===== src/rtl/config_sequencer.sv =====
// Configuration bus sequencer: buffers host words in a small FIFO and issues one
// config bus write per cycle, expanding broadcast words into one write per tile.
module config_sequencer #(
  parameter int DEPTH     = 4,
  parameter int NUM_TILES = 16
) (
  input  logic        clk,
  input  logic        rst,
  input  logic        in_valid,
  output logic        in_ready,
  input  logic [31:0] in_addr,
  input  logic [31:0] in_data,
  output logic [31:0] config_addr,
  output logic [31:0] config_data,
  output logic        busy,
  output logic        done,
  output logic [15:0] words_written
);

  localparam int          AW        = $clog2(DEPTH);
  localparam logic [15:0] LAST_TILE = 16'(NUM_TILES - 1);

  typedef enum logic {IDLE, BCAST} state_t;

  logic [31:0] addr_mem [DEPTH];
  logic [31:0] data_mem [DEPTH];

  logic [AW:0] wr_ptr_q, wr_ptr_d, rd_ptr_q, rd_ptr_d;
  state_t      state_q, state_d;
  logic [15:0] cnt_q, cnt_d;
  logic [15:0] sub_q, sub_d;
  logic [31:0] bdata_q, bdata_d;
  logic [31:0] addr_q, addr_d;
  logic [31:0] data_q, data_d;
  logic        done_q, done_d;
  logic        wr_q, wr_d;
  logic [15:0] ww_q, ww_d;

  logic        empty, full, push, pop;
  logic [31:0] head_addr, head_data;
  logic        head_term, head_bcast;

  // Extra pointer bit separates full (MSBs differ) from empty (pointers equal).
  assign empty = (wr_ptr_q == rd_ptr_q);
  assign full  = (wr_ptr_q[AW] != rd_ptr_q[AW]) &&
                 (wr_ptr_q[AW-1:0] == rd_ptr_q[AW-1:0]);

  assign in_ready = !full;
  assign push     = in_valid && !full;

  assign head_addr  = addr_mem[rd_ptr_q[AW-1:0]];
  assign head_data  = data_mem[rd_ptr_q[AW-1:0]];
  assign head_term  = (head_addr == 32'hFFFF_FFFF);
  assign head_bcast = (head_addr[15:0] == 16'hFFFF) && !head_term;

  always_ff @(posedge clk) begin
    if (push) begin
      addr_mem[wr_ptr_q[AW-1:0]] <= in_addr;
      data_mem[wr_ptr_q[AW-1:0]] <= in_data;
    end
  end

  always_comb begin
    state_d = state_q;
    cnt_d   = cnt_q;
    sub_d   = sub_q;
    bdata_d = bdata_q;
    addr_d  = 32'd0;
    data_d  = 32'd0;
    done_d  = done_q;
    wr_d    = 1'b0;
    pop     = 1'b0;

    case (state_q)
      IDLE: begin
        if (!empty) begin
          pop = 1'b1;
          if (head_term) begin
            done_d = 1'b1;
          end else if (head_bcast) begin
            sub_d   = head_addr[31:16];
            bdata_d = head_data;
            addr_d  = {head_addr[31:16], 16'd0};
            data_d  = head_data;
            cnt_d   = 16'd1;
            done_d  = 1'b0;
            wr_d    = 1'b1;
            if (NUM_TILES != 1) state_d = BCAST;
          end else begin
            addr_d = head_addr;
            data_d = head_data;
            done_d = 1'b0;
            wr_d   = 1'b1;
          end
        end
      end
      BCAST: begin
        addr_d = {sub_q, cnt_q};
        data_d = bdata_q;
        wr_d   = 1'b1;
        cnt_d  = cnt_q + 16'd1;
        if (cnt_q == LAST_TILE) state_d = IDLE;
      end
      default: state_d = IDLE;
    endcase

    wr_ptr_d = wr_ptr_q + (AW+1)'(push);
    rd_ptr_d = rd_ptr_q + (AW+1)'(pop);
    ww_d     = (wr_d && ww_q != 16'hFFFF) ? ww_q + 16'd1 : ww_q;
  end

  always_ff @(posedge clk or negedge rst) begin
    if (!rst) begin
      wr_ptr_q <= '0;
      rd_ptr_q <= '0;
      state_q  <= IDLE;
      cnt_q    <= 16'd0;
      sub_q    <= 16'd0;
      bdata_q  <= 32'd0;
      addr_q   <= 32'd0;
      data_q   <= 32'd0;
      done_q   <= 1'b0;
      wr_q     <= 1'b0;
      ww_q     <= 16'd0;
    end else begin
      wr_ptr_q <= wr_ptr_d;
      rd_ptr_q <= rd_ptr_d;
      state_q  <= state_d;
      cnt_q    <= cnt_d;
      sub_q    <= sub_d;
      bdata_q  <= bdata_d;
      addr_q   <= addr_d;
      data_q   <= data_d;
      done_q   <= done_d;
      wr_q     <= wr_d;
      ww_q     <= ww_d;
    end
  end

  assign config_addr   = addr_q;
  assign config_data   = data_q;
  assign done          = done_q;
  assign words_written = ww_q;
  assign busy          = !empty || (state_q != IDLE) || wr_q;

endmodule


===== config.mk =====
export PLATFORM = sky130hd
export DESIGN_NAME = config_sequencer
export DESIGN_NICKNAME = d
export VERILOG_FILES = /design/src/rtl/config_sequencer.sv
export SDC_FILE = /design/constraint.sdc
export NUM_CORES = 1
export LEC_CHECK = 0
export CAP_MARGIN = 20
export CORE_UTILIZATION = 54
export DETAILED_ROUTE_END_ITERATION = 16
export DONT_BUFFER_PORTS = 1
export PLACE_DENSITY = 0.79
export SLEW_MARGIN = 20
export SYNTH_ARGS = -nofsm -noshare
export SYNTH_HDL_FRONTEND = slang
export SYNTH_SLANG_ARGS = --single-unit

===== constraint.sdc =====
create_clock -name clk -period 19.84 [get_ports clk]
set_input_delay 3.968 -clock clk [delete_from_list [all_inputs] [get_ports clk]]
set_output_delay 3.968 -clock clk [all_outputs]
set_load 0.01 [all_outputs]

### After elaboration in Yosys (flattened, before gate mapping)

Memory sizes are Yosys's and may differ from the RTL's.
Index checks and enable logic that the tools add are counted.

| word-level totals | value |
|---|---|
| register bits after elaboration | 153 |
| memory bits (writable) | 256 |
| input bits | 67 |
| memories | 2 |

Memories:

| memory | words | width | rd ports | clocked after Yosys merged registers in | wr ports | RTL line | text |
|---|---|---|---|---|---|---|---|
| addr_mem | 4 | 32 | 1 | 0 | 1 | 25 | `logic [31:0] addr_mem [DEPTH];` |
| data_mem | 4 | 32 | 1 | 0 | 1 | 26 | `logic [31:0] data_mem [DEPTH];` |

| operators by class | value |
|---|---|
| $add $sub $neg | 4 |
| equality and inequality tests | 10 |
| muxes and demuxes | 24 |
| bitwise gates (word level) | 3 |
| reduce and logical (&&, ||, !) cells | 12 |

Operators with widths:

| operator | number |
|---|---|
| $mux W32 | 4 |
| $pmux W32 S2 | 2 |
| $mux W16 | 4 |
| $add A16 B1 Y16 const B | 2 |
| $eq A32 B32 Y1 const B | 1 |
| $pmux W16 S2 | 1 |
| $eq A16 B16 Y1 const B | 1 |
| $eq A16 B4 Y1 const B | 1 |
| $ne A16 B16 Y1 const B | 1 |
| $mux W1 | 11 |
| $add A3 B1 Y3 | 2 |
| $ne A2 B2 Y1 const B | 3 |
| $logic_and A1 B1 Y1 | 4 |
| $pmux W1 S2 | 2 |
| $reduce_and A4 Y1 | 1 |
| $eq A3 B3 Y1 | 1 |
| $logic_not A1 Y1 | 3 |
| $not A1 Y1 | 3 |
| $reduce_and A3 Y1 | 1 |
| $eq A2 B2 Y1 | 1 |
| $logic_or A1 B1 Y1 | 2 |
| $reduce_and A2 Y1 | 1 |
| $ne A1 B1 Y1 | 1 |

### Logic depth before layout (Yosys ltp)

Gate-level depths: netlist (run 1).
An unclocked memory read counts as a cell.

| logic depth | value |
|---|---|
| depth after elaboration | 8 |
| gate-level depth with buffers | 10 |
| depth with buffers taken out | 8 |

### Least setup slack after synthesis (run 1)

OpenSTA, ideal clock, no wires.

| timing path | value |
|---|---|
| path type | input to register |
| start | input port in_valid |
| end | memory addr_mem[0][0], enable pin |
| library setup time | 0.578 ns |
| arrival | 8.885 ns |
| data required time | 19.262 ns |
| setup slack | 10.377 ns |
| stages on the path | 2 |
| path buffers | 0 |
| cells stage by stage | and2_0 -> nor3b_1 |

| between the ends | value |
|---|---|
| word-level cells in the longest chain between the ends | 3 |

RTL lines:

| element | RTL line | text |
|---|---|---|
| from (decl) | 9 | `input logic in_valid,` |
| $logic_and A1 B1 Y1 | 49 | `assign push = in_valid && !full;` |
| $mux W1 | 57 | `if (push) begin` |
| $mux W1 (not written as such) | 58 | `addr_mem[wr_ptr_q[AW-1:0]] <= in_addr;` |
| to (decl) | 25 |  |

Every way passes these cells.

### Final worst setup path (run 1)

| timing path | value |
|---|---|
| start | register rd_ptr_q[1] |
| end | output port busy |

| between the ends | value |
|---|---|
| word-level cells in the longest chain between the ends | 4 |

RTL lines:

| element | RTL line | text |
|---|---|---|
| from (decl) | 28 | `logic [AW:0] wr_ptr_q, wr_ptr_d, rd_ptr_q, rd_ptr_d;` |
| from (signal assigned) | 127 | `rd_ptr_q <= rd_ptr_d;` |
| $eq A3 B3 Y1 | 44 | `assign empty = (wr_ptr_q == rd_ptr_q);` |
| $logic_not A1 Y1 | 144 | `assign busy = !empty \|\| (state_q != IDLE) \|\| wr_q;` |
| $logic_or A1 B1 Y1 (2 in series) | 144 |  |
| to (decl) | 15 | `output logic busy,` |

Every way passes these cells.

==> results of run 1 <==
-- path summary, 6_finish.rpt --
path / from / to / depth (start not counted)
max in group asynchronous: rst / config_addr[13]$_DFF_PN0_ / 0
worst max register to register: rd_ptr_q[0]$_DFF_PN0_ / bdata_q[13]$_DFFE_PN0P_ / 8
worst min register to register: rd_ptr_q[2]$_DFF_PN0_ / rd_ptr_q[2]$_DFF_PN0_ / 1
worst max-delay path: rd_ptr_q[1]$_DFF_PN0_ / busy / 3
min in group asynchronous: rst / config_addr[6]$_DFF_PN0_ / 0
worst min-delay path: rd_ptr_q[2]$_DFF_PN0_ / rd_ptr_q[2]$_DFF_PN0_ / 1
-- placed cells by master (no fill, tap or decap), types with 3 or more instances in the layout --
cell type and count:
clkbuf_16 40, nand2_1 24, mux2_4 48, o21ai_0 17
buf_4 8, clkinv_1 3, xnor2_1 12, dfrtp_1 150
nand4_1 15, nand3_1 11, clkinvlp_4 4, bufinv_16 3
ha_1 6, nor2_1 13, and2_1 3, clkbuf_1 8
clkbuf_8 3, a22o_1 63, and3_1 10, xor2_1 6
a21oi_1 5, nor4_1 3, a31oi_1 5, nor2_4 3
inv_1 5, dfrtp_4 3, clkinv_2 6, clkinv_4 3
mux4_2 59, mux4_1 5, edfxtp_1 256
-- routing by layer --
metal | part of all wire [%] | routed length, um
met3 | 9.0 | 2598
met2 | 50 | 14290
met4 | 2.2 | 637
met1 | 39 | 11260
met5 | 0 | 0
-- worst max-delay path, stage by stage, from the launching register on --
cell and delay (ns):
dfrtp_4 1.04, xor2_1 0.21, or3_1 0.41, or3_1 0.39
-- sequential cells by signal, summed over array words and instances, names as in the netlist --
name,cells
addr_mem,128
data_mem,128
bdata_q,32
config_addr,32
config_data,32
cnt_q,16
sub_q,16
words_written,16
rd_ptr_q,3
wr_ptr_q,3
done,1
state_q,1
wr_q,1
-- cell type report --
type / count / area [um2]
flip-flops and latches: 409 / 11530
fillers: 1982 / 10880
multi-input cells: 340 / 3834
clock buffers: 51 / 1072
well taps: 378 / 473.0
clock inverters: 22 / 221.5
repair buffers: 8 / 60.06
inverters: 5 / 18.77
-- metrics by stage --
step | cell area (um2) | power [uW] | instances | utilization [%] | hold WS, ns
after floorplan | 15610 | 1725 | 794 | - | 0.4576
after global placement | 15910 | 1878 | 1140 | 56.65 | 0.4709
after detailed placement | 15910 | 1900 | 1140 | 56.65 | 0.4755
after CTS | 17200 | 2638 | 1213 | 61.25 | 0.4848
after global routing | 17210 | 2727 | 1213 | 61.26 | 0.5152
final | 17210 | 2607 | 1213 | 61.26 | 0.4863
-- cell families after synthesis --
kind of cell,share of synthesized area (%)
and+or+nand+nor,3.768
muxes,14.25
DFF,73.79
adders and majority gates,0.4810
xor gates and xnor gates,1.010
AOI/OAI and AO/OA,4.834
buffers and inverters,1.868
-- report_power, final --
part	total (uW)	internal [uW]	switching [uW]
Combinational	581	270	310
Clock	737	426	312
Sequential	1290	1140	153
Total	2610	1830	775
==> impl_metrics.yaml, run 1 <==
cts:
  cts.sinks: 409
  hold_buffers: 0
  cts_root_buf: "clkbuf_16"
  clkTransAtPathRegs_ns: 0.06
  clk_latency_ns: 0.54
  postCtsSetupBuffers: 0
  cts_resized: 0
  cts_tree: "yes"
  cts_max_level: 2
  numCtsBuffers: 40
  cts_max_path_buffers: 3
timing:
  fin_ws_ns: 13.30
  maxSlewHeadroom_pct: 33.02
  period_share_pct: 32.98
  finalSetupViolCount: 0
  worstMarginPinSlew_ns: 1.005
  fmax_ghz: 0.1528
  slew_violations: 0
  fin_crit_ns: 6.543
  rsz0062_at_grt: "false"
  finalHoldViolCount: 0
  fin_tns_setup_ns: 0
  clock-skew-final_ns: 0.03475
hold_path:
  hold_path.class: "flip-flop to flip-flop"
outcome:
  outcome: "complete, no violations"
grt:
  use_met1_pct: 25.32
  grt_util_met2_pct: 33.36
  grt_pass1_wl_mm: 44.52
  antenna_found_initial: 0
  track_usage_pct: 20.20
  grt.busiest_layer: "met2"
  grt_max_degree: 154
  grt-ovfl-total: 0
  grt.met3_usage_pct: 7.050
  grt_pass1_vias: 7696
worst_setup_path:
  crit_arrival_ns: 2.58
  crit_fanout: 66
  worstSetupStartpointType: "flip-flop"
  r2r_setup_slack_ns: 15.21
  cp-end-kind: "output port"
  critical_path_class: "flip-flop to output port"
  worstPathRequired_ns: 15.87
synthesis:
  synth.distinct_cells: 49
  synthCells: 794
  ys_ff_latch: 409
  synth-seq-area-share_pct: 73.79
  synth.top_cells.by_area: "edfxtp_1, dfrtp_1, mux4_2"
  synth_top_area_cell: "edfxtp_1"
  yosys.area.top_type_share_pct: 49.26
  synth_most_common_cell: "edfxtp_1"
  netlist_area_um2: 15610
  syn-num-nets: 867
  synth_common_cells: "edfxtp_1, dfrtp_1, a22o_1"
  synth_warnings: 0
  synth_edf_count: 256
  synth_area_per_cell_um2: 19.66
  synthFlopType: "edfxtp_1"
  synthArstFlopShare_pct: 37.41
detailed_routing:
  wire_per_inst_um: 23.73
  drt_iter0_drc: 513
  via_count: 7299
  drtAntennaViolNets: 0
  drt_first_pass_iters: 4
  routed_wl_mm: 28.79
  via_per_inst: 6.017
  drc: 0
floorplanning:
  pin_count: 150
  die_area_um2: 29580
  fp.dieW_um: 172
  die_h_um: 172
  initial_core_util_pct: 55.56
  core-area_um2: 28090
  row_count: 61
job:
  max-cap-violations: 0
placement:
  gp_congestion: 0.8465
  dp_hpwl_mm: 16.78
  dp_slack_ns: 13.75
  io_buffer_count: 0
pwr:
  power.density_nw_per_um2: 151.5
  ir_drop_v: 0.00008564
  total_leakage_power_uw: 0.006456
final_layout:
  num_antenna_cells: 0
  layout-drive-gt1-share_pct: 23.47
  layout.nets: 877
  syn_to_final_growth_pct: 10.25
Note: power is estimated with default switching activity, not from simulation.
==> run 2: changes to the inputs <==
Clock period 19.84 ns to 6.5 ns, I/O delays scaled along.
==> impl_metrics.yaml, run 2 (synthesis gave the netlist of run 1 again) <==
hold_path:
  hold_path.class: "input pin to async pin"
placement:
  dpl-instance-area_um2: 15930
  dp_hpwl_mm: 17.41
  gp_congestion: 0.8378
  io_buffer_count: 0
  dp_slack_ns: 2.149
pwr:
  power.density_nw_per_um2: 474.0
  ir_drop_v: 0.0002511
  total_leakage_power_uw: 0.006541
grt:
  grt_pass1_wl_mm: 47.33
  grt_max_degree: 154
  grt_pass1_vias: 8005
  track_usage_pct: 21.63
  grt-ovfl-total: 0
  antenna_found_initial: 0
detailed_routing:
  drtAntennaViolNets: 0
  via_count: 7421
  drc: 0
  drt_iter0_drc: 471
  drt_first_pass_iters: 4
  via_per_inst: 6.108
  wire_per_inst_um: 25.17
  routed_wl_mm: 30.59
worst_setup_path:
  crit_fanout: 43
  path_depth: 4
  crit_path_end: "busy"
  r2r_cells: 8
  crit_arrival_ns: 3.03
  slowest_stage: "dfrtp_4"
  critical_path.top_delay_family: "flip-flops"
  critical_path_class: "flip-flop to output port"
  r2r-start: "rd_ptr_q[1]$_DFF_PN0_"
  worstSetupStartpointType: "flip-flop"
  max_stage_delay_ns: 0.99
  worstPathRequired_ns: 5.20
  path_buf_inv: 1
  startpoint: "rd_ptr_q[0]$_DFF_PN0_"
  worstPathCellList: "buf_4 -> xor2_1 -> or3_1 -> or3_1"
  cp-end-kind: "output port"
  worst_r2r_endpoint: "bdata_q[19]$_DFFE_PN0P_"
  r2r_setup_slack_ns: 2.19
  crit_top_cell: "or3_1"
cts:
  hold_buffers: 0
  cts_max_path_buffers: 3
  cts_resized: 0
  clkTransAtPathRegs_ns: 0.06
  cts.sinks: 409
  cts_max_level: 2
  numCtsBuffers: 41
  cts_tree: "yes"
  clk_latency_ns: 0.53
  cts_root_buf: "clkbuf_16"
  postCtsSetupBuffers: 0
final_layout:
  final_common_cell: "edfxtp_1"
  syn_to_final_growth_pct: 11.26
  multi_input_area_um2: 3837
  layout-drive-gt1-share_pct: 24.13
  finalInstanceArea_um2: 17360
  layout.nets: 878
  num_antenna_cells: 0
  seqCellArea_um2: 11520
  fill_cells: 1934
  layout_common_cells: "edfxtp_1, dfrtp_1, a22o_1"
floorplanning:
  fp.dieW_um: 172
  core-area_um2: 28090
  pin_count: 150
  die_area_um2: 29580
  die_h_um: 172
  initial_core_util_pct: 55.56
  row_count: 61
timing:
  finalHoldViolCount: 0
  fin_tns_setup_ns: 0
  finalSetupViolCount: 0
  slew_violations: 0
  maxSlewHeadroom_pct: 28.89
  fin_ws_ns: 2.171
  worstMarginPinSlew_ns: 1.064
  fmax_ghz: 0.2310
  fin_crit_ns: 4.329
  clock-skew-final_ns: 0.02490
  rsz0062_at_grt: "false"
  period_share_pct: 66.60
outcome:
  outcome: "complete, no violations"
job:
  max-cap-violations: 0
==> run 2: cell types whose count changed in the layout (fill, tap and decap cells not counted), sizes merged <==
cell / before / now
inv: 7 / 6
bufinv: 3 / 6
clkbuf: 51 / 53
clkinv: 13 / 12
clkinvlp: 4 / 3
==> run 2: how the worst min path moves through the flow <==
stage	end	slack, ns
after floorplan	rd_ptr_q[2]$_DFF_PN0_	0.46
after global routing	bdata_q[1]$_DFFE_PN0P_	0.45
after global placement	wr_ptr_q[2]$_DFF_PN0_	0.47
after CTS	config_addr[18]$_DFF_PN0_	0.45
final	config_addr[22]$_DFF_PN0_	0.47
after detailed placement	wr_ptr_q[2]$_DFF_PN0_	0.48
==> run 2: layout make-up <==
type,count,area share [%]
Clock buffer,53,6.636
Clock inverter,22,1.643
Inverter,5,0.1081
Multi-Input combinational cell,340,22.10
Sequential cell,409,66.37
Tap cell,378,2.724
Timing Repair Buffer,8,0.4179
==> run 2: power breakdown <==
group	switching (uW)	internal [uW]
registers	480	3470
logic	981	835
clock network	970	1500
==> run 2: stage by stage <==
| stage | utilization (%) | std cells | hold WS [ns] | total power, uW |
|---|---|---|---|---|
| global placement | 56.70 | 1140 | 0.4718 | 5767 |
| finish | 61.82 | 1215 | 0.4679 | 8230 |
| floorplan | - | 794 | 0.4576 | 5259 |
| detailed placement | 56.70 | 1140 | 0.4793 | 5814 |
| global route | 61.82 | 1215 | 0.4487 | 8583 |
| CTS | 61.82 | 1215 | 0.4515 | 8314 |
==> run 2: metal layers <==
layer	track usage (%)	up-vias	share of wire (%)
met4	6.118	0	2.0
met2	36.41	274	51
met3	5.470	55	7.5
met1	27.99	3912	39
li1	-	3180	-
met5	0	-	0
==> run 2: worst reg2reg max path: cells and delay by family, from the launching register on <==
family	cells	cell delay (ns)
buf+inv	2	0.98
flops	1	1.06
mux	2	0.77
simple gates	4	1.39
==> run 3: changes to the inputs <==
Settings changed: PLACE_DENSITY 0.79 to 0.82.
Clock period 6.5 ns to 3.6 ns, I/O delays scaled along.
==> impl_metrics.yaml, run 3 (synthesis gave the netlist of run 1 again) <==
outcome:
  outcome: "finished with violations"
  violations: "hold timing"
detailed_routing:
  via_count: 7416
  via_per_inst: 6.019
  routed_wl_mm: 29.85
  drt_iter0_drc: 466
  drtAntennaViolNets: 0
  drc: 0
  drt_first_pass_iters: 4
  wire_per_inst_um: 24.23
floorplanning:
  die_area_um2: 29580
  pin_count: 150
  core-area_um2: 28090
  fp.dieW_um: 172
  initial_core_util_pct: 55.56
  row_count: 61
  die_h_um: 172
final_layout:
  layout.nets: 893
  post-route-util_pct: 62.38
  seqCellArea_um2: 11530
  layout.cells.non_filler: 1232
  syn_to_final_growth_pct: 12.27
  layout-drive-gt1-share_pct: 24.97
  multi_input_area_um2: 3837
  layout_common_cells: "edfxtp_1, dfrtp_1, a22o_1"
  final_common_cell: "edfxtp_1"
  fill_cells: 1926
worst_setup_path:
  r2r_setup_slack_ns: 0.42
  critical_path_class: "flip-flop to flip-flop"
  worstPathRequired_ns: 4.06
  r2r_cells: 8
  r2r-start: "rd_ptr_q[0]$_DFF_PN0_"
  cp-end-kind: "flip-flop"
  worst_r2r_endpoint: "config_data[22]$_DFF_PN0_"
  worstSetupStartpointType: "flip-flop"
  crit_fanout: 32
  crit_arrival_ns: 3.64
timing:
  holdWs_ns: -0.1172
  period_share_pct: 88.23
  fmax_ghz: 0.3148
  rsz0062_at_grt: "false"
  maxSlewHeadroom_pct: 28.65
  worstMarginPinSlew_ns: 1.066
  fin_crit_ns: 3.176
  slew_violations: 0
  finalHoldViolCount: 153
  finalSetupViolCount: 0
  clock-skew-final_ns: 0.02168
placement:
  dp_hpwl_mm: 17.94
  gp_congestion: 0.8340
  io_buffer_count: 0
  placedCellCount: 1154
cts:
  postCtsSetupBuffers: 0
  clkTransAtPathRegs_ns: 0.06
  cts_tree: "yes"
  cts_max_level: 2
  cts_resized: 0
  cts.sinks: 409
  cts_max_path_buffers: 3
  clk_latency_ns: 0.54
  cts_root_buf: "clkbuf_16"
  numCtsBuffers: 42
grt:
  grt_pass1_vias: 7745
  antenna_found_initial: 1
  track_usage_pct: 20.84
  grt_max_degree: 154
  grt_pass1_wl_mm: 45.54
  grt-ovfl-total: 0
pwr:
  ir_drop_v: 0.0005523
  total_leakage_power_uw: 0.006621
  power.density_nw_per_um2: 846.4
  total_power_uw: 14830
job:
  max-cap-violations: 0
hold_path:
  hold_path.class: "input pin to async pin"
run 3: worst max path at each step:
stage                                startpoint                   endpoint  slack (ns)
after floorplan           rd_ptr_q[1]$_DFF_PN0_   addr_mem[0][0]$_DFFE_PP_       -0.78
after global placement    rd_ptr_q[0]$_DFF_PN0_    bdata_q[28]$_DFFE_PN0P_        0.50
after detailed placement  rd_ptr_q[0]$_DFF_PN0_  config_data[22]$_DFF_PN0_        0.43
after CTS                 rd_ptr_q[0]$_DFF_PN0_  config_data[22]$_DFF_PN0_        0.41
after global routing      rd_ptr_q[0]$_DFF_PN0_   config_data[0]$_DFF_PN0_        0.26
final                     rd_ptr_q[0]$_DFF_PN0_  config_data[22]$_DFF_PN0_        0.42
run 3: per-layer routing:
metal,vias to the layer above,GRT usage [%],share of wire (%)
met5,-,0,0
met4,0,6.387,2.1
met3,54,5.722,8.1
met2,243,33.45,49
met1,3910,27.96,41
li1,3209,-,-
run 3: critical path, stage by stage (launching register included):
cell and delay [ns]:
dfrtp_4 0.52, buf_12 0.21, mux4_1 0.62, nand4_1 0.16, nor4_2 0.09, and2_1 0.20, nor2_4 0.72, buf_4 0.39
a22o_1 0.18
run 3: where the power goes:
| group | internal (uW) | leakage (uW) | switching, uW |
|---|---|---|---|
| Clock | 2570 | 0.000688 | 1740 |
| Combinational | 1630 | 0.00161 | 1910 |
| Sequential | 6250 | 0.00432 | 721 |
| Total | 10500 | 0.00662 | 4380 |
run 3: layout make-up:
cell class | count | area share, %
flip-flops and latches | 409 | 65.79
clock inverters | 20 | 1.135
diodes | 1 | 0.01428
repair buffers | 22 | 1.514
inverters | 5 | 0.1071
clock buffers | 57 | 6.841
multi-input cells | 340 | 21.90
well taps | 378 | 2.699
run 3: through the flow:
stage	TNS (ns)	worst slack (ns)	area [um2]	hold WS, ns
floorplan	-49.77	-0.7777	15620	0.4244
global placement	0	0.5018	16120	0.4280
detailed placement	0	0.4285	16120	0.4287
CTS	0	0.4052	17520	-0.1332
global route	0	0.2563	17520	-0.1370
finish	0	0.4236	17520	-0.1172
